--- src/rtl/dsp_simd_addsub_pipe.sv ---
// rtl/dsp_simd_addsub_pipe.sv - pipelined SIMD signed add/sub/accumulate unit with valid/ready and warm-up hold-off
//
// Splits the packed a/b buses into LANES independent WIDTH-bit two's-complement
// lanes. Every lane applies the same op to its own slice and keeps its own
// accumulator. Results appear LATENCY cycles after acceptance.
//
// Ports:
//   clock      rising-edge clock
//   reset      synchronous, active-low reset
//   in_valid   operand beat valid
//   in_ready   unit can accept a beat this cycle (warm-up done and not stalled)
//   op         00 a+b, 01 a-b, 10 acc+a, 11 acc=a
//   a, b       packed operands, lane i at [i*WIDTH +: WIDTH]; b unused for op 1x
//   out_valid  result beat valid
//   out_ready  consumer accepts the result
//   y          packed result, same lane packing as a
//   ovf        per-lane signed overflow of the reported result
//   init_done  warm-up complete
module dsp_simd_addsub_pipe #(
    parameter int WIDTH       = 8,
    parameter int LANES       = 4,
    parameter int LATENCY     = 2,
    parameter int INIT_CYCLES = 16
) (
    input  logic                     clock,
    input  logic                     reset,
    input  logic                     in_valid,
    output logic                     in_ready,
    input  logic [1:0]               op,
    input  logic [WIDTH*LANES-1:0]   a,
    input  logic [WIDTH*LANES-1:0]   b,
    output logic                     out_valid,
    input  logic                     out_ready,
    output logic [WIDTH*LANES-1:0]   y,
    output logic [LANES-1:0]         ovf,
    output logic                     init_done
);

    localparam int          DW     = WIDTH * LANES;
    localparam logic [16:0] INIT_L = 17'(INIT_CYCLES);

    logic [16:0]      cnt_q;
    logic [16:0]      cnt_d;
    logic             init_q;
    logic [LATENCY-1:0] vld_q;
    logic [DW-1:0]    res_q [LATENCY];
    logic [LANES-1:0] flg_q [LATENCY];
    logic [DW-1:0]    acc_q;
    logic [DW-1:0]    acc_d;
    logic [DW-1:0]    res_d;
    logic [LANES-1:0] flg_d;
    logic             stall;
    logic             accept;

    assign out_valid = vld_q[LATENCY-1];
    assign y         = res_q[LATENCY-1];
    assign ovf       = flg_q[LATENCY-1];
    assign init_done = init_q;

    assign stall     = out_valid && !out_ready;
    assign in_ready  = init_q && !stall;
    assign accept    = in_valid && in_ready;

    // Counter saturates at INIT_CYCLES so it never wraps on long runs.
    assign cnt_d = (cnt_q == INIT_L) ? cnt_q : cnt_q + 17'd1;

    // One lane: returns {overflow, result}. Overflow is detected from sign bits:
    // an add overflows only when both operands share a sign the result lacks.
    function automatic logic [WIDTH:0] lane_op(
        input logic [1:0]       f,
        input logic [WIDTH-1:0] x,
        input logic [WIDTH-1:0] z,
        input logic [WIDTH-1:0] acc
    );
        logic [WIDTH-1:0] s;
        logic             o;
        case (f)
            2'b00: begin
                s = x + z;
                o = (x[WIDTH-1] == z[WIDTH-1]) && (s[WIDTH-1] != x[WIDTH-1]);
            end
            2'b01: begin
                s = x - z;
                o = (x[WIDTH-1] != z[WIDTH-1]) && (s[WIDTH-1] != x[WIDTH-1]);
            end
            2'b10: begin
                s = acc + x;
                o = (acc[WIDTH-1] == x[WIDTH-1]) && (s[WIDTH-1] != acc[WIDTH-1]);
            end
            default: begin
                s = x;
                o = 1'b0;
            end
        endcase
        return {o, s};
    endfunction

    always_comb begin
        res_d = '0;
        flg_d = '0;
        for (int l = 0; l < LANES; l++) begin
            {flg_d[l], res_d[l*WIDTH +: WIDTH]} =
                lane_op(op, a[l*WIDTH +: WIDTH], b[l*WIDTH +: WIDTH], acc_q[l*WIDTH +: WIDTH]);
        end
        // For both accumulate and load the new accumulator equals the lane result.
        acc_d = (accept && op[1]) ? res_d : acc_q;
    end

    always_ff @(posedge clock) begin
        if (!reset) begin
            cnt_q  <= '0;
            init_q <= 1'b0;
            vld_q  <= '0;
            acc_q  <= '0;
            for (int i = 0; i < LATENCY; i++) begin
                res_q[i] <= '0;
                flg_q[i] <= '0;
            end
        end else begin
            cnt_q <= cnt_d;
            if (cnt_d == INIT_L) begin
                init_q <= 1'b1;
            end
            acc_q <= acc_d;
            if (!stall) begin
                vld_q[0] <= accept;
                if (accept) begin
                    res_q[0] <= res_d;
                    flg_q[0] <= flg_d;
                end
                // Data only moves with a valid beat so y/ovf keep the last
                // result when a bubble reaches the output.
                for (int i = 1; i < LATENCY; i++) begin
                    vld_q[i] <= vld_q[i-1];
                    if (vld_q[i-1]) begin
                        res_q[i] <= res_q[i-1];
                        flg_q[i] <= flg_q[i-1];
                    end
                end
            end
        end
    end

endmodule
--- config.mk ---
export PLATFORM = sky130hd
export DESIGN_NAME = dsp_simd_addsub_pipe
export DESIGN_NICKNAME = d
export VERILOG_FILES = /design/src/rtl/dsp_simd_addsub_pipe.sv
export SDC_FILE = /design/constraint.sdc
export NUM_CORES = 1
export LEC_CHECK = 0
export CORE_MARGIN = 10
export CORE_UTILIZATION = 50
export DETAILED_ROUTE_END_ITERATION = 8
export PLACE_DENSITY_LB_ADDON = 0.1
export SLEW_MARGIN = 20
export SYNTH_ARGS = -nofsm -noshare
export SYNTH_HDL_FRONTEND = slang
export SYNTH_SLANG_ARGS = --single-unit
--- constraint.sdc ---
create_clock -name clock -period 2.33 [get_ports clock]
set_clock_uncertainty 0.1 [all_clocks]
set_input_delay 0.466 -clock clock [delete_from_list [all_inputs] [get_ports clock]]
set_output_delay 0.466 -clock clock [all_outputs]
set_load 0.02 [all_outputs]
## Word level (Yosys, flattened, before mapping)

Memories as Yosys holds them, arrays and structs flattened.
Index checks and enable logic that the tools add are counted.

| cells by class | value |
|---|---|
| bitwise gates (word level) | 4 |
| mux-type cells | 22 |
| reduce and logical (&&, ||, !) cells | 19 |
| add/subtract/negate cells | 13 |
| equality and inequality tests | 28 |

Operators by type and width:

| kind | count |
|---|---|
| one-hot mux 8 bit (3 select lines) | 4 |
| adder 8 bit | 8 |
| 2-to-1 mux 32 bit | 2 |
| == test 17 x 5 -> 1 bit (second input constant) | 2 |
| subtractor 8 bit | 4 |
| adder 17 x 1 -> 17 bit (second input constant) | 1 |
| 2-to-1 mux 17 bit | 1 |
| logical AND 1 bit | 16 |
| inequality test 1 bit | 16 |
| one-hot mux 1 bit (3 select lines) | 4 |
| 2-to-1 mux 1 bit | 9 |
| == test 1 bit | 8 |
| 2-to-1 mux 4 bit | 2 |
| OR 1 bit | 4 |
| == test 2 x 1 -> 1 bit (second input constant) | 1 |
| == test 2 bit (second input constant) | 1 |
| logical NOT 1 bit | 2 |
| logical NOT 2 bit | 1 |

| word-level totals | value |
|---|---|
| output and inout bits | 39 |
| input bits | 70 |
| register bits | 52 |
| logic and storage cells | 92 |
| memories | 2 |
| bits in writable memories | 72 |

Memory list:

| name | words | bits a word | read ports | clocked after Yosys merged registers in | write ports | RTL line | text |
|---|---|---|---|---|---|---|---|
| res_q | 2 | 32 | 2 | 0 | 2 | 46 | `logic [DW-1:0] res_q [LATENCY];` |
| flg_q | 2 | 4 | 2 | 0 | 2 | 47 | `logic [LANES-1:0] flg_q [LATENCY];` |

## Longest topological paths before layout

| logic depth | value |
|---|---|
| depth in word-level cells | 10 |
| gate-level depth with buffers | 9 |
| depth with buffers taken out | 9 |

## Worst setup path before layout

OpenSTA, ideal clock, no wires.

| timing path | value |
|---|---|
| kind | input port to flip-flop |
| from | input a[16] |
| to | memory res_q[0][22] in the netlist's numbering, data pin |
| path slack | -0.168 ns |
| stages | 8 |
| required time | 1.966 ns |
| data arrival time | 2.134 ns |
| library setup time | 0.264 ns |
| cells stage by stage | ha_1 -> fa_1 -> a21o_1 -> a21o_1 -> a21oi_1 -> mux2_2 -> o21bai_1 -> nand3_1 |

RTL lines:

| what | RTL line | text |
|---|---|---|
| from (decl) | 30 | `input logic [WIDTH*LANES-1:0] a,` |
| to (decl) | 46 |  |

==> metrics.cfg <==
[status]
outcome=finished, final reports clean

[synth]
netlist_top_cells_count=sky130_fd_sc_hd__nor2_1 (99), sky130_fd_sc_hd__nand2_1 (94), sky130_fd_sc_hd__ha_1 (86)
synthDominantAreaCellType=sky130_fd_sc_hd__edfxtp_1
seq_area_frac_synth=0.3222
synth_ff_type=sky130_fd_sc_hd__edfxtp_1
avgSynthCellArea_sq_um=8.775
asyncSetResetFlopFracSynth=0
synth_enable_flop_cells=72
yosys.cell_count.top_type=sky130_fd_sc_hd__nor2_1
number_of_cells_produced_by_synthesis=1133
synth_xor_xnor_area_share=0.03964
synth-simple-area-share=0.1995
synth_compound_gate_area_share=0.1988
synthesis.area_sq_um=9942
post_synth_num_cell_types=83
synth.net_count=1301
yosysTopAreaCellShare=0.2175
synth_area_leaders=sky130_fd_sc_hd__edfxtp_1 (22%), sky130_fd_sc_hd__ha_1 (11%), sky130_fd_sc_hd__dfxtp_1 (10%)
synthesis.yosys.warnings=0
combinational_family_with_the_most_area_after_synthesis=simple AND/OR/NAND/NOR gates
area_share_of_fa_ha_maj_cells_after_synthesis=0.1324
share_of_cell_area_taken_by_muxes_after_synthesis=0.03335
synth.ff_latch_count=124

[placement]
place.detailed.instances=1626
place_hpwl_um=21840
buffer_ports.inserted=108
globalplace.congestion=0.9390
dpl_worst_slack_ps=-803.1

[cts]
numCtsBuffers=17
cts-root-to-sink-buffers=2
worst_setup_hold_path_clk_slew_ps=60
cts.root.buffer_cell=sky130_fd_sc_hd__clkbuf_16
clock_latency_ps=430
cts_tree=built
cts_sinks=124
cts-htree-levels=4

[floorplan]
start_util=0.5092
num_io_pins=109
placeableCoreArea_sq_um=19530
floorplan.die.width_um=161.0
fp.dieArea_sq_um=25920
core.rowCount=51
dieHeight_um=161.0

[pwr]
internal-power_mw=5.085
report.power.total_mw=7.017
vdd_ir_max_v=0.0005098
power_per_cell_area_nw_per_um2=497.9
power_leakage_nw=6.029
power.switching_mw=1.932
pwr-share-comb=0.232
clkPwrFrac=0.429
power.share.sequential=0.339
netSwitchingFraction=0.2754

[detailed_routing]
drt-total-wl_um=29470
route.detailed.vias_per_inst=5.561
drt_first_pass_iters=5
ant_nets=0
drc_markers=0
avgRoutedWirePerCell_um=17.67
detailroute.via_count=9275
drt_iter0_drcs=534

[grt]
total_congestion_overflow_after_global_routing=0
number_of_antenna_violations_at_the_first_check_in_global_routing=0
grtUsageTotal=0.2188
largest_net_degree_at_the_start_of_global_routing=43
grt_pass1_wl_um=46360
via_count_of_the_first_global_routing_pass=9026

[hold_path]
hold_path_class=reg -> reg

[timing]
setup_repair_after_global_routing_missed_its_margin=true
setup_violations=0
finalSetupTns_ps=0
final_critical_path_time_including_i_o_delays_and_setup_ps=2287
layout_setup_ws_ps=42.89
worstMarginPinSlew_ps=467.8
timing.final.hold_violations=0
drv_slew=0
max_freq_mhz=437.2
slew_headroom=0.6881
post-route-period-util=0.9816

[finish]
nets=1558
flow.area_growth_from_synthesis_pct=41.76
antenna_cells_inserted=0
drive_above_1_share=0.3036
finish.cell_count_without_fillers=1668

[critical_path]
worst_setup_path_end_kind=flop
crit_required_ps=2370
cp_data_arrival_time_ps=2330
worst_setup_path_start_kind=input pin
worstPathMaxFanout=4
critPathKind=in -> reg

[job]
drv_cap=0

==> cells in the final DEF (no fill, tap or decap), drive strengths merged, types with 12 or more instances in the layout <==
cell type and instances:
nand3 24, nand2 95, buf 221, and2 45
mux2i 23, nand2b 18, clkdlybuf4s50 60, dlygate4sd2 23
clkbuf 21, nor2b 16, a21o 15, inv 66
nor3 22, xnor2 34, and3 16, ha 86
fa 12, edfxtp 72, a31oi 13, dfxtp 52
a21oi 63, o21ai 67, dlymetal6s2s 16, nor2 99
a211oi 31
==> logic make-up (layout without fill, tap and decap cells) <==
| family | Yosys count | after routing |
|---|---|---|
| AOI/OAI and AO/OA | 289 | 289 |
| xor gates and xnor gates | 45 | 45 |
| adders and majority gates | 98 | 98 |
| buffers and inverters | 151 | 421 |
| DFF | 124 | 124 |
| muxes | 32 | 32 |
| and+or+nand+nor | 394 | 394 |
==> power by group through the flow <==
| stage | clock network [mW] | logic, mW | registers (mW) |
|---|---|---|---|
| final | 3.01 | 1.63 | 2.38 |
| after global routing | 3.13 | 1.76 | 2.38 |
| after CTS | 3.05 | 1.52 | 2.38 |
| after detailed placement | 0 | 1.40 | 2.43 |
| after global placement | 0 | 1.38 | 2.42 |
| after floorplan | 0 | 0.776 | 2.42 |
==> sequential cells by signal (all words and copies together), names as in the netlist <==
register	flops
acc_q	32
cnt_q	17
init_done	1
vld_q	2
flg_q	8
res_q	64
==> stage by stage <==
step	hold WS (ps)	util	cell area, sq um
final	359.8	0.7218	14090
after global routing	378.7	0.7218	14090
after CTS	360.9	0.7002	13670
after detailed placement	353.1	0.6418	12530
after global placement	347.2	0.6418	12530
after floorplan	340.0	-	9975
==> critical path: stages <==
cell and delay (ps):
sky130_fd_sc_hd__dlygate4sd2_1 270, sky130_fd_sc_hd__buf_4 170, sky130_fd_sc_hd__ha_4 240, sky130_fd_sc_hd__nor2b_1 140
sky130_fd_sc_hd__o31a_1 360, sky130_fd_sc_hd__o21ai_0 180, sky130_fd_sc_hd__a31oi_1 120, sky130_fd_sc_hd__xnor2_1 210
sky130_fd_sc_hd__o22ai_2 170
==> cell type report <==
cell class	instances	area, sq um
Clock inverter	14	230.2
Timing Repair Buffer	327	2805
Inverter	62	232.7
Tap cell	265	331.6
Fill cell	1510	5433
Clock buffer	18	429.2
Multi-Input combinational cell	858	6858
Sequential cell	124	3207
==> what timing repair did <==
item | in CTS | in global routing
endpoints found under the setup margin | 36 | 30
endpoints found under the hold margin | 0 | 0
hold buffers | 0 | 0
buffers inserted | 6 | 4
pin swaps | 38 | 45
gates cloned | 0 | 0
resized for setup | 136 | 92
==> per-layer routing <==
metal / vias to the layer above / track usage / share of wire
met2: 269 / 0.3476 / 0.46
met3: 32 / 0.03915 / 0.062
met5: - / 0 / 0
met4: 0 / 0.06452 / 0.016
met1: 4394 / 0.2975 / 0.46
li1: 4580 / - / -
==> path summary, 6_finish.rpt <==
check | start | endpoint | slack, ps | cells past startpoint
worst max-delay path | a[25] | res_q[0][29] | 40 | 9
worst min register to register | acc_q[18] | acc_q[18] | 360 | 2
worst max register to register | acc_q[16] | res_q[0][22] | 70 | 8
worst min-delay path | acc_q[18] | acc_q[18] | 360 | 2
(Power assumes the default switching activity.)
